`config.mk`:
```
export PLATFORM = sky130hd
export DESIGN_NAME = ms_port_ctrl
export DESIGN_NICKNAME = d
export VERILOG_FILES = /design/src/rtl/ms_port_ctrl.sv
export SDC_FILE = /design/constraint.sdc
export NUM_CORES = 1
export LEC_CHECK = 0
export CAP_MARGIN = 20
export CORE_UTILIZATION = 45
export CTS_BUF_LIST = sky130_fd_sc_hd__clkbuf_4 sky130_fd_sc_hd__clkbuf_8
export CTS_CLUSTER_DIAMETER = 50
export CTS_CLUSTER_SIZE = 14
export DETAILED_ROUTE_END_ITERATION = 6
export PLACE_DENSITY = 0.73
export SYNTH_ARGS = -nofsm -noshare
export SYNTH_HDL_FRONTEND = slang
export SYNTH_SLANG_ARGS = --single-unit
```
`constraint.sdc`:
```
create_clock -name clk_i -period 5.48 [get_ports clk_i]
set_input_delay 0.822 -clock clk_i [delete_from_list [all_inputs] [get_ports clk_i]]
set_output_delay 0.822 -clock clk_i [all_outputs]
set_load 0.005 [all_outputs]
```
`src/rtl/ms_port_ctrl.sv`:
```
// ============================================================================
// Module   : ms_port_ctrl
// Purpose  : Mixed-signal port controller with synchronised, optionally
//            debounced inputs, sticky edge events with a masked interrupt, and
//            double-buffered output words behind a req/ack register port.
//            Macro MS_PORT_DEBOUNCE_EN enables the per-channel debounce counters.
// Revision : 1.0 - initial release
// ============================================================================
`default_nettype none

module ms_port_ctrl #(
    parameter int N_IN    = 4,
    parameter int N_OUT   = 2,
    parameter int W       = 8,
    parameter int DEB_CNT = 3
) (
    input  logic                 clk_i,
    input  logic                 rst_i,
    input  logic [N_IN-1:0]      ms_i,
    output logic [N_OUT*W-1:0]   ms_o,
    input  logic                 reg_req_i,
    input  logic                 reg_we_i,
    input  logic [3:0]           reg_addr_i,
    input  logic [7:0]           reg_wdata_i,
    output logic [7:0]           reg_rdata_o,
    output logic                 reg_ack_o,
    output logic                 irq_o
);

    if (N_IN < 1 || N_IN > 8 || N_OUT < 1 || N_OUT > 4 || W < 1 || W > 8 ||
        DEB_CNT < 1 || DEB_CNT > 15) begin : g_bad_param
        $error("ms_port_ctrl: parameter out of range");
    end

    localparam logic [3:0] C_ADDR_LEVEL  = 4'h0;
    localparam logic [3:0] C_ADDR_EVENT  = 4'h1;
    localparam logic [3:0] C_ADDR_MASK   = 4'h2;

    logic [N_IN-1:0] r_sync1, r_sync2, r_filt, w_filt_nxt;
    logic [N_IN-1:0] r_event, r_mask, w_ev_clr;
    logic [W-1:0]    r_shadow [N_OUT];
    logic [W-1:0]    r_active [N_OUT];
    logic            r_busy, w_access, w_wr;
    logic [7:0]      w_rd;

    always_ff @(posedge clk_i or posedge rst_i) begin
        if (rst_i) begin
            r_sync1 <= '0;
            r_sync2 <= '0;
            r_filt  <= '0;
        end else begin
            r_sync1 <= ms_i;
            r_sync2 <= r_sync1;
            r_filt  <= w_filt_nxt;
        end
    end

`ifdef MS_PORT_DEBOUNCE_EN
    localparam logic [3:0] C_DEB_LAST = 4'(DEB_CNT - 1);

    logic [3:0] r_cnt     [N_IN];
    logic [3:0] w_cnt_nxt [N_IN];

    // The level flips on the cycle the count would reach DEB_CNT, so the
    // counter only ever holds 0..DEB_CNT-1.
    always_comb begin
        w_filt_nxt = r_filt;
        for (int i = 0; i < N_IN; i++) begin
            w_cnt_nxt[i] = 4'd0;
            if (r_sync2[i] != r_filt[i]) begin
                if (r_cnt[i] == C_DEB_LAST) begin
                    w_filt_nxt[i] = ~r_filt[i];
                end else begin
                    w_cnt_nxt[i] = r_cnt[i] + 4'd1;
                end
            end
        end
    end

    always_ff @(posedge clk_i or posedge rst_i) begin
        if (rst_i) begin
            for (int i = 0; i < N_IN; i++) r_cnt[i] <= 4'd0;
        end else begin
            for (int i = 0; i < N_IN; i++) r_cnt[i] <= w_cnt_nxt[i];
        end
    end
`else
    assign w_filt_nxt = r_sync2;
`endif

    // r_busy holds off re-execution until the master drops its request.
    assign w_access = reg_req_i & ~r_busy;
    assign w_wr     = w_access & reg_we_i;
    assign w_ev_clr = (w_wr && reg_addr_i == C_ADDR_EVENT) ? reg_wdata_i[N_IN-1:0] : '0;

    always_comb begin
        w_rd = 8'h00;
        case (reg_addr_i)
            C_ADDR_LEVEL: w_rd[N_IN-1:0] = r_filt;
            C_ADDR_EVENT: w_rd[N_IN-1:0] = r_event;
            C_ADDR_MASK:  w_rd[N_IN-1:0] = r_mask;
            default: begin
                for (int n = 0; n < N_OUT; n++) begin
                    if (reg_addr_i == 4'(4 + n)) w_rd[W-1:0] = r_shadow[n];
                end
            end
        endcase
    end

    always_ff @(posedge clk_i or posedge rst_i) begin
        if (rst_i) begin
            r_busy      <= 1'b0;
            reg_ack_o   <= 1'b0;
            reg_rdata_o <= 8'h00;
            r_event     <= '0;
            r_mask      <= '0;
            irq_o       <= 1'b0;
            for (int n = 0; n < N_OUT; n++) begin
                r_shadow[n] <= '0;
                r_active[n] <= '0;
            end
        end else begin
            r_busy      <= w_access | (r_busy & reg_req_i);
            reg_ack_o   <= w_access;
            reg_rdata_o <= (w_access && !reg_we_i) ? w_rd : 8'h00;
            // A new edge on the clear cycle survives the W1C.
            r_event     <= (r_event & ~w_ev_clr) | (w_filt_nxt ^ r_filt);
            irq_o       <= |(r_event & r_mask);
            if (w_wr) begin
                if (reg_addr_i == C_ADDR_MASK) r_mask <= reg_wdata_i[N_IN-1:0];
                if (reg_addr_i == 4'h3) begin
                    for (int n = 0; n < N_OUT; n++) r_active[n] <= r_shadow[n];
                end
                for (int n = 0; n < N_OUT; n++) begin
                    if (reg_addr_i == 4'(4 + n)) r_shadow[n] <= reg_wdata_i[W-1:0];
                end
            end
        end
    end

    for (genvar n = 0; n < N_OUT; n++) begin : g_out
        assign ms_o[n*W +: W] = r_active[n];
    end

endmodule

`default_nettype wire

```
# Word-level counts from Yosys, hierarchy flattened
# Cells that the tools add are included.
# Widths: inputs -> output; s select.
[totals]
output_inout_bits = 26
ff_bits = 63
[op_classes]
bitwise_logic = 10
n_eq_ne = 5
muxes = 6
reduce_logical = 10
[ops]
columns = ["cell", "n"]
rows = [
  ["$mux 8", 3],
  ["$pmux 4 s3", 1],
  ["$and 4x4->4", 2],
  ["$eq 4x2->1 const B", 2],
  ["$eq 4x3->1 const B", 2],
  ["$mux 4", 2],
  ["$reduce_and 2->1", 4],
  ["$eq 4x1->1 const B", 1],
  ["$logic_not 4->1", 1],
  ["$not 4->4", 1],
  ["$or 4x4->4", 1],
  ["$reduce_or 4->1", 1],
  ["$xor 4x4->4", 1],
  ["$and 1x1->1", 3],
  ["$reduce_or 3->1", 1],
  ["$logic_and 1x1->1", 2],
  ["$logic_not 1->1", 1],
  ["$not 1->1", 1],
  ["$or 1x1->1", 1],
]

# Depth between registers and ports, before layout
# Gate-level depths: netlist of run 1.
[depth]
ltp_word = 8
mapped_depth = 5
ltp_nobuf = 3

# Least setup slack after synthesis of run 1
# Ideal clock, no wire load.
[synth_timing]
kind = "input to register"
from = "input reg_we_i"
to = "register r_active, in the netlist ms_o[0]"
setup_ns = 0.125
cell_stages = 5
path_buffers = 2
t_arrival_ns = 1.741
slack_ns = 3.614
path_cell_list = "and3b_1 > buf_4 > nand4_4 > buf_6 > mux2_4"
[synth_between]
elab_chain_len = 2
[synth_lines]
columns = ["item", "line_no", "source"]
rows = [
  ["start, declared", "22", "input logic reg_we_i,"],
  ["$and 1x1->1", "93", "assign w_wr = w_access & reg_we_i;"],
  ["$reduce_and 2->1 (no source line)", "-", ""],
  ["end signal, assigned by index", "120", "r_active[n] <= '0;"],
  ["end, declared", "42", "logic [W-1:0] r_active [N_OUT];"],
]
# Every way passes these cells.
# A chain may end at the register's enable or synchronous reset.

# Final worst setup path of run 1
[layout_timing]
from = "input reg_addr_i[0]"
to = "register r_active, in the netlist ms_o[8]"
[layout_between]
elab_chain_len = 2
[layout_lines]
columns = ["item", "line_no", "source"]
rows = [
  ["start, declared", "23", "input logic [3:0] reg_addr_i,"],
  ["$eq 4x2->1", "131", "if (reg_addr_i == 4'h3) begin"],
  ["$reduce_and 2->1 (no source line)", "-", ""],
]
# Every way passes these cells.

==> flow_summary.toml, run 1 <==
[setup_path]
worstSetupPathType = "primary input to register"
path_max_fanout = 23
startpoint_type = "primary input"
required_ns = 5.69
arrival_ns = 2.77
end_kind = "register"

[timing]
fmax_mhz = 390
hold_viol = 0
setup_viol = 0
worst_slew_pin_slew_ns = 0.788
min_period_over_period_pct = 46.8
final.setup.tns_ns = 0
timing.slew.headroom_pct = 47.3
hold_ws_ns = 0.348
min_period_ns = 2.56
slew_viol_final = 0
rsz0062_at_grt = "false"
skew_ns = 0.00663

[finish]
seqCellArea_um2 = 1580
drive_gt1_share_pct = 27.5
fill_cells = 435
fin_util_pct = 61.4
layout_common_cells = "dfrtp_1, clkdlybuf4s50_1, mux2_2"
antenna-diode-count = 0
final_common_cell = "dfrtp_1"
multi_input_area_um2 = 913
post_layout_nonfiller_instances = 292
syn2layout_area_growth_pct = 27.5
nNetsFinal = 240

[synth]
ys_seq_elements = 63
synthesis.area_um2 = 2540
syn_avg_cell_area_um2 = 15.0
seq_area_frac_synth_pct = 62.1
ys_types = 30
syn-num-nets = 189
ys.warnings.count = 0
syn_inst = 169

[clock_network]
cts_tree = "built"
cts_buffer_depth = 2
cts_root_buf = "clkbuf_8"
htreeDepth = 3
worstSkewPairLatency_ns = 0.32
path_clk_slew_ns = 0.06
cts.repair.resized = 0
cts_sinks = 63
cts_made_buffers = 9
cts_hold_buf = 0
post_cts_buffers = 0

[floorplan]
rows = 26
die_area_um2 = 5950
coreArea_um2 = 5270
die_w_um = 77.1
initial_core_util_pct = 48.2
ioPinCount = 46
die_y_um = 77.1

[route]
wl_per_cell_um = 15.7
dr.first_iter.drc_count = 78
dr.pass1.iters = 6
totalWireLength_um = 4590
via_count = 1535
drc = 0
via_per_inst = 5.26
drtAntennaViolNets = 0

[place]
place_congestion = 0.779
hpwl_um = 3190
port_buffers = 45
dp_cells = 279

[global_routing]
grt_pass1_vias = 1560
grt-ovfl-total = 0
grt_max_degree = 64
track_usage_pct = 17.6
grt_pass1_wl_um = 7820
grt_antenna_before_repair = 0

[power_and_ir_drop]
p_leak_nw = 1.50
peakVddDrop_mv = 0.169
power_density_nw_per_um2 = 311

[run_status]
status = "completed"

[job]
cap_violations = 0

[hold_path]
hold_class = "register to register"
flip-flops by register name, indices dropped and copies added, names as in the netlist:
register     flops
irq_o            1
ms_o            16
r_busy           1
r_event          4
r_filt           4
r_mask           4
r_shadow        16
r_sync1          4
r_sync2          4
reg_ack_o        1
reg_rdata_o      8
worst max-delay path, cell delays in order:
cell             delay [ns]
clkdlybuf4s50_1        0.98
nand4_4                0.52
mux2_4                 0.44
where the power goes:
part,total [mW],internal (mW),switching (mW)
clock network,0.385,0.232,0.153
logic,0.0991,0.0601,0.0390
registers,0.523,0.499,0.0234
cells by family after synthesis:
logic type	count (synthesis)	synth area share [%]
compound gates	19	5.86
buf+inv	9	1.92
xor+xnor	4	1.38
simple gates	38	11.1
mux	36	17.6
flops	63	62.1
metrics by stage:
stage	setup slack (ns)	total power [mW]	area, um^2
2_1_floorplan	3.09	0.578	2540
3_3_place_gp	2.64	0.628	3050
3_5_place_dp	2.58	0.632	3050
4_1_cts	2.93	1.02	3240
5_1_grt	2.77	1.05	3240
6_report	2.92	1.01	3240
final timing paths:
path,cells after the start,endpoint,startpoint,slack (ns)
setup / recovery,3,ms_o[8]$_DFFE_PP0P_,reg_addr_i[0],2.92
hold / removal,0,r_sync2[2]$_DFF_PP0_,r_sync1[2]$_DFF_PP0_,0.35
setup reg to reg,3,ms_o[8]$_DFFE_PP0P_,r_busy$_DFF_PP0_,3.73
hold reg to reg,0,r_sync2[2]$_DFF_PP0_,r_sync1[2]$_DFF_PP0_,0.35
max in group asynchronous,3,reg_rdata_o[3]$_DFF_PP0_,rst_i,3.94
min in group asynchronous,3,r_sync1[3]$_DFF_PP0_,rst_i,1.03
per-layer routing:
metal  global-route usage [%]  vias to the layer above  wire length, um
li1                         -                      714                -
met1                     23.1                      779             2150
met2                     26.7                       35             2190
met3                     4.76                        7              160
met4                     9.06                        0               83
met5                        0                        -                0
cell usage after synthesis:
library cell,count,area [um^2]
dfrtp_1,63,1580
mux2_2,25,282
mux2_4,11,165
a22oi_1,6,45.0
nand2_1,6,22.5
a211o_1,5,43.8
nor2_1,5,18.8
a221o_1,4,40.0
and3_1,4,25.0
nand4_1,4,25.0
nor2b_1,4,25.0
o21ai_0,4,20.0
or3b_2,4,35.0
xor2_1,4,35.0
inv_1,3,11.3
buf_2,2,10.0
nand4b_1,2,17.5
and3b_1,1,8.76
and4bb_4,1,16.3
buf_4,1,7.51
buf_6,1,11.3
clkbuf_1,1,3.75
clkbuf_2,1,5.00
nand2_2,1,6.26
nand2_4,1,11.3
nand2b_1,1,6.26
nand4_4,1,21.3
nor2_4,1,11.3
nor4b_1,1,8.76
nor4b_4,1,23.8
layout make-up:
class,instances,area share (%)
Sequential cell,63,48.7
Multi-Input combinational cell,97,28.2
Timing Repair Buffer,46,14.2
Clock buffer,12,4.91
Tap cell,70,2.71
Clock inverter,1,0.928
Inverter,3,0.348
Note: power is estimated with default switching activity, not from simulation.
==> run 2, diff against run 1 <==
- clock period: 5.48 -> 2.5 ns (I/O delays scaled with it)
==> flow_summary.toml, run 2 (same netlist as run 1, synthesis figures left out) <==
[run_status]
status = "completed"

[finish]
syn2layout_area_growth_pct = 29.7
multi_input_area_um2 = 913
antenna-diode-count = 0
final_common_cell = "dfrtp_1"
nNetsFinal = 244
layout_common_cells = "dfrtp_1, clkdlybuf4s50_1, mux2_2"
fill_cells = 424
seqCellArea_um2 = 1580
fin_util_pct = 62.5
drive_gt1_share_pct = 29.7

[route]
via_per_inst = 5.24
drtAntennaViolNets = 0
drc = 0
dr.pass1.iters = 4
via_count = 1566
totalWireLength_um = 4740
wl_per_cell_um = 15.9
wl_met2_um = 2160
wl_met1_um = 2250
top_layer = "met4"
met3_length_um = 224
dr.first_iter.drc_count = 75

[global_routing]
grt_max_degree = 26
grt-ovfl-total = 0
grt_pass1_wl_um = 8030
grt_pass1_vias = 1618
track_usage_pct = 18.3
grt_antenna_before_repair = 0

[power_and_ir_drop]
peakVddDrop_mv = 0.320
power_density_nw_per_um2 = 698
p_leak_nw = 1.53
power_mw = 2.30

[setup_path]
worstSetupPathType = "primary input to register"
critPathSlowestCell = "clkdlybuf4s50_1"
startpoint_type = "primary input"
crit_family = "simple AND/OR/NAND/NOR gates"
critPathMaxStageDelay_ns = 0.50
required_ns = 2.72
path_max_fanout = 16
rr_worst_depth = 3
end_kind = "register"
arrival_ns = 2.02
path_cells = "clkdlybuf4s50_1 > and3b_1 > nand4_4 > mux2_4"
cp.depth = 4
crit_buf_inv = 1

[floorplan]
die_w_um = 77.1
die_area_um2 = 5950
die_y_um = 77.1
ioPinCount = 46
coreArea_um2 = 5270
initial_core_util_pct = 48.2
rows = 26

[hold_path]
hold_class = "register to register"
hold_depth = 0

[clock_network]
post_cts_buffers = 0
worstSkewPairLatency_ns = 0.34
htreeDepth = 3
cts_made_buffers = 9
cts_sinks = 63
cts_buffer_depth = 2
cts_tree = "built"
cts_root_buf = "clkbuf_8"
cts_hold_buf = 0
cts.repair.resized = 0
path_clk_slew_ns = 0.07

[timing]
min_period_over_period_pct = 71.9
setup_viol = 0
final.setup.tns_ns = 0
slew_viol_final = 0
fmax_mhz = 557
min_period_ns = 1.80
hold_ws_ns = 0.348
skew_ns = 0.00618
timing.slew.headroom_pct = 66.7
hold_viol = 0
rsz0062_at_grt = "false"
worst_slew_pin_slew_ns = 0.499

[job]
cap_violations = 0

[place]
hpwl_um = 3320
place_congestion = 0.797
port_buffers = 45
[run 2: cell count changes in the layout (fill, tap and decap cells not counted)]
| cell | change |
|---|---|
| clkbuf_4 | -1 |
| clkbuf_8 | +1 |
| inv_6 | +1 |
| clkinvlp_4 | +1 |
| clkinv_2 | +1 |
| buf_4 | +4 |
[run 2: worst paths after layout]
path                                        end  slack, ns            startpoint
max                         ms_o[8]$_DFFE_PP0P_       0.70              reg_we_i
min                        r_sync2[3]$_DFF_PP0_       0.35  r_sync1[3]$_DFF_PP0_
max reg2reg                 ms_o[8]$_DFFE_PP0P_       0.83      r_busy$_DFF_PP0_
min reg2reg                r_sync2[3]$_DFF_PP0_       0.35  r_sync1[3]$_DFF_PP0_
max in group asynchronous   ms_o[8]$_DFFE_PP0P_       1.45                 rst_i
min in group asynchronous  ms_o[11]$_DFFE_PP0P_       0.38                 rst_i
[run 2: through the flow]
step	worst slack, ns	std cells	instance area (um^2)
after detailed placement	0.327	283	3080
after global placement	0.370	283	3080
final	0.704	299	3290
after CTS	0.690	299	3290
after global routing	0.598	299	3290
after floorplan	0.555	169	2540
[run 2: final cells by class]
| type | instances | area share (%) |
|---|---|---|
| clock inverters | 4 | 1.56 |
| well taps | 70 | 2.66 |
| inverters | 3 | 0.342 |
| clock buffers | 12 | 5.02 |
| repair buffers | 50 | 14.8 |
| multi-input cells | 97 | 27.7 |
| flip-flops and latches | 63 | 47.9 |
[run 2: per-layer routing]
layer	global-route usage, %	vias up
met5	0	-
met4	10.8	0
met3	4.76	10
met2	26.0	51
met1	25.2	780
li1	-	725
[run 2: power by group]
part           leakage (nW)  switching [mW]  total [mW]  internal [mW]
Combinational         0.614          0.0861       0.221          0.135
Sequential            0.810          0.0518        1.14           1.09
Clock                 0.109           0.388       0.931          0.544
Total                  1.53           0.526        2.30           1.77
==> run 3, diff against run 2 <==
- clock period: 2.5 -> 1.8 ns (I/O delays scaled with it)
==> flow_summary.toml, run 3 (same netlist as run 1, synthesis figures left out) <==
[route]
wl_per_cell_um = 16.0
dr.pass1.iters = 4
totalWireLength_um = 4940
via_per_inst = 5.20
drtAntennaViolNets = 0
dr.first_iter.drc_count = 89
via_count = 1607
drc = 0

[global_routing]
grt-ovfl-total = 0
grt_max_degree = 64
track_usage_pct = 18.7
grt_pass1_vias = 1695
grt_antenna_before_repair = 0
grt_pass1_wl_um = 8280

[setup_path]
rrSetupSlack_ns = 0.24
startpoint_type = "primary input"
critPathLaunch = "reg_addr_i[3]"
arrival_ns = 1.77
worstSetupPathType = "primary input to register"
rr_worst_depth = 4
path_max_fanout = 8
end_kind = "register"
r2r_start = "r_busy$_DFF_PP0_"
reg2reg_to = "ms_o[13]$_DFFE_PP0P_"
endpoint = "r_shadow[4]$_DFFE_PP0P_"
required_ns = 2.01

[clock_network]
htreeDepth = 3
cts_buffer_depth = 2
post_cts_buffers = 0
worstSkewPairLatency_ns = 0.33
cts.repair.resized = 0
cts_root_buf = "clkbuf_8"
path_clk_slew_ns = 0.07
cts_made_buffers = 9
cts_sinks = 63
cts_tree = "built"
cts_hold_buf = 0

[timing]
min_period_ns = 1.56
setup_viol = 0
hold_viol = 0
rsz0062_at_grt = "false"
skew_ns = 0.00469
fmax_mhz = 642
timing.slew.headroom_pct = 78.1
worst_slew_pin_slew_ns = 0.328
slew_viol_final = 0
min_period_over_period_pct = 86.6

[finish]
final_common_cell = "dfrtp_1"
drive_gt1_share_pct = 32.6
syn2layout_area_growth_pct = 34.5
fin_area_um2 = 3420
layout_common_cells = "dfrtp_1, clkdlybuf4s50_1, mux2_2"
nNetsFinal = 255
antenna-diode-count = 0
fin_util_pct = 64.8
fill_cells = 406

[place]
place_congestion = 0.773
port_buffers = 45
hpwl_um = 3480
dpl-instance-area_um2 = 3200

[power_and_ir_drop]
power_density_nw_per_um2 = 950
p_leak_nw = 1.60
peakVddDrop_mv = 0.571

[floorplan]
die_y_um = 77.1
coreArea_um2 = 5270
die_area_um2 = 5950
initial_core_util_pct = 48.2
die_w_um = 77.1
rows = 26
ioPinCount = 46

[hold_path]
hold_class = "register to register"
hold_depth = 0

[job]
cap_violations = 0

[run_status]
status = "completed"
==> run 3: changes by cell type in the layout (fill, tap and decap cells not counted) <==
cell       previous run  this run
buf_4                 5        13
buf_12                0         3
inv_2                 1         0
clkinv_2              1         2
clkbuf_8             12        10
bufinv_16             1         2
inv_6                 1         0
clkbuf_4              0         1
==> run 3: final cells by class <==
type / instances / area (um^2) / share of cell area, %
flip-flops and latches: 63 / 1580 / 46.2
multi-input cells: 97 / 913 / 26.7
repair buffers: 61 / 608 / 17.8
clock buffers: 11 / 145 / 4.25
well taps: 70 / 87.6 / 2.56
clock inverters: 4 / 70.1 / 2.05
inverters: 3 / 15.0 / 0.440
==> run 3: worst min path at each step <==
stage | startpoint | to | slack, ns
floorplan | ms_i[0] | r_sync1[0]$_DFF_PP0_ | 0.30
global placement | r_sync1[0]$_DFF_PP0_ | r_sync2[0]$_DFF_PP0_ | 0.33
detailed placement | r_sync1[0]$_DFF_PP0_ | r_sync2[0]$_DFF_PP0_ | 0.34
CTS | r_sync1[0]$_DFF_PP0_ | r_sync2[0]$_DFF_PP0_ | 0.35
global route | r_sync1[3]$_DFF_PP0_ | r_sync2[3]$_DFF_PP0_ | 0.37
finish | r_sync1[0]$_DFF_PP0_ | r_sync2[0]$_DFF_PP0_ | 0.35
==> run 3: metal layers <==
| metal | track usage [%] | share of wire [%] | wire length (um) | up-vias |
|---|---|---|---|---|
| met5 | 0 | 0 | 0 | - |
| met4 | 10.2 | 2.2 | 107 | 0 |
| met3 | 4.40 | 3.4 | 166 | 9 |
| met2 | 29.3 | 48 | 2390 | 35 |
| met1 | 24.0 | 46 | 2280 | 816 |
| li1 | - | - | - | 747 |
==> run 3: worst max-delay path, stage by stage <==
cell and delay, ns:
clkdlybuf4s50_1 0.63, and4bb_4 0.28, nand2_2 0.22, mux2_2 0.37
==> run 3: per-stage QoR <==
step	TNS (ns)	total power [mW]	std cells	setup slack (ns)	hold WS, ns
floorplan	0	1.76	169	0.372	0.301
global placement	-1.42	1.93	294	-0.0685	0.333
detailed placement	-2.35	1.95	294	-0.101	0.336
CTS	0	3.28	309	0.243	0.352
global route	0	3.38	309	0.153	0.368
finish	0	3.24	309	0.241	0.349
==> run 3: where the power goes <==
group	internal, mW	switching, mW
Clock	0.821	0.510
Sequential	1.52	0.0682
Combinational	0.202	0.124
Total	2.54	0.703
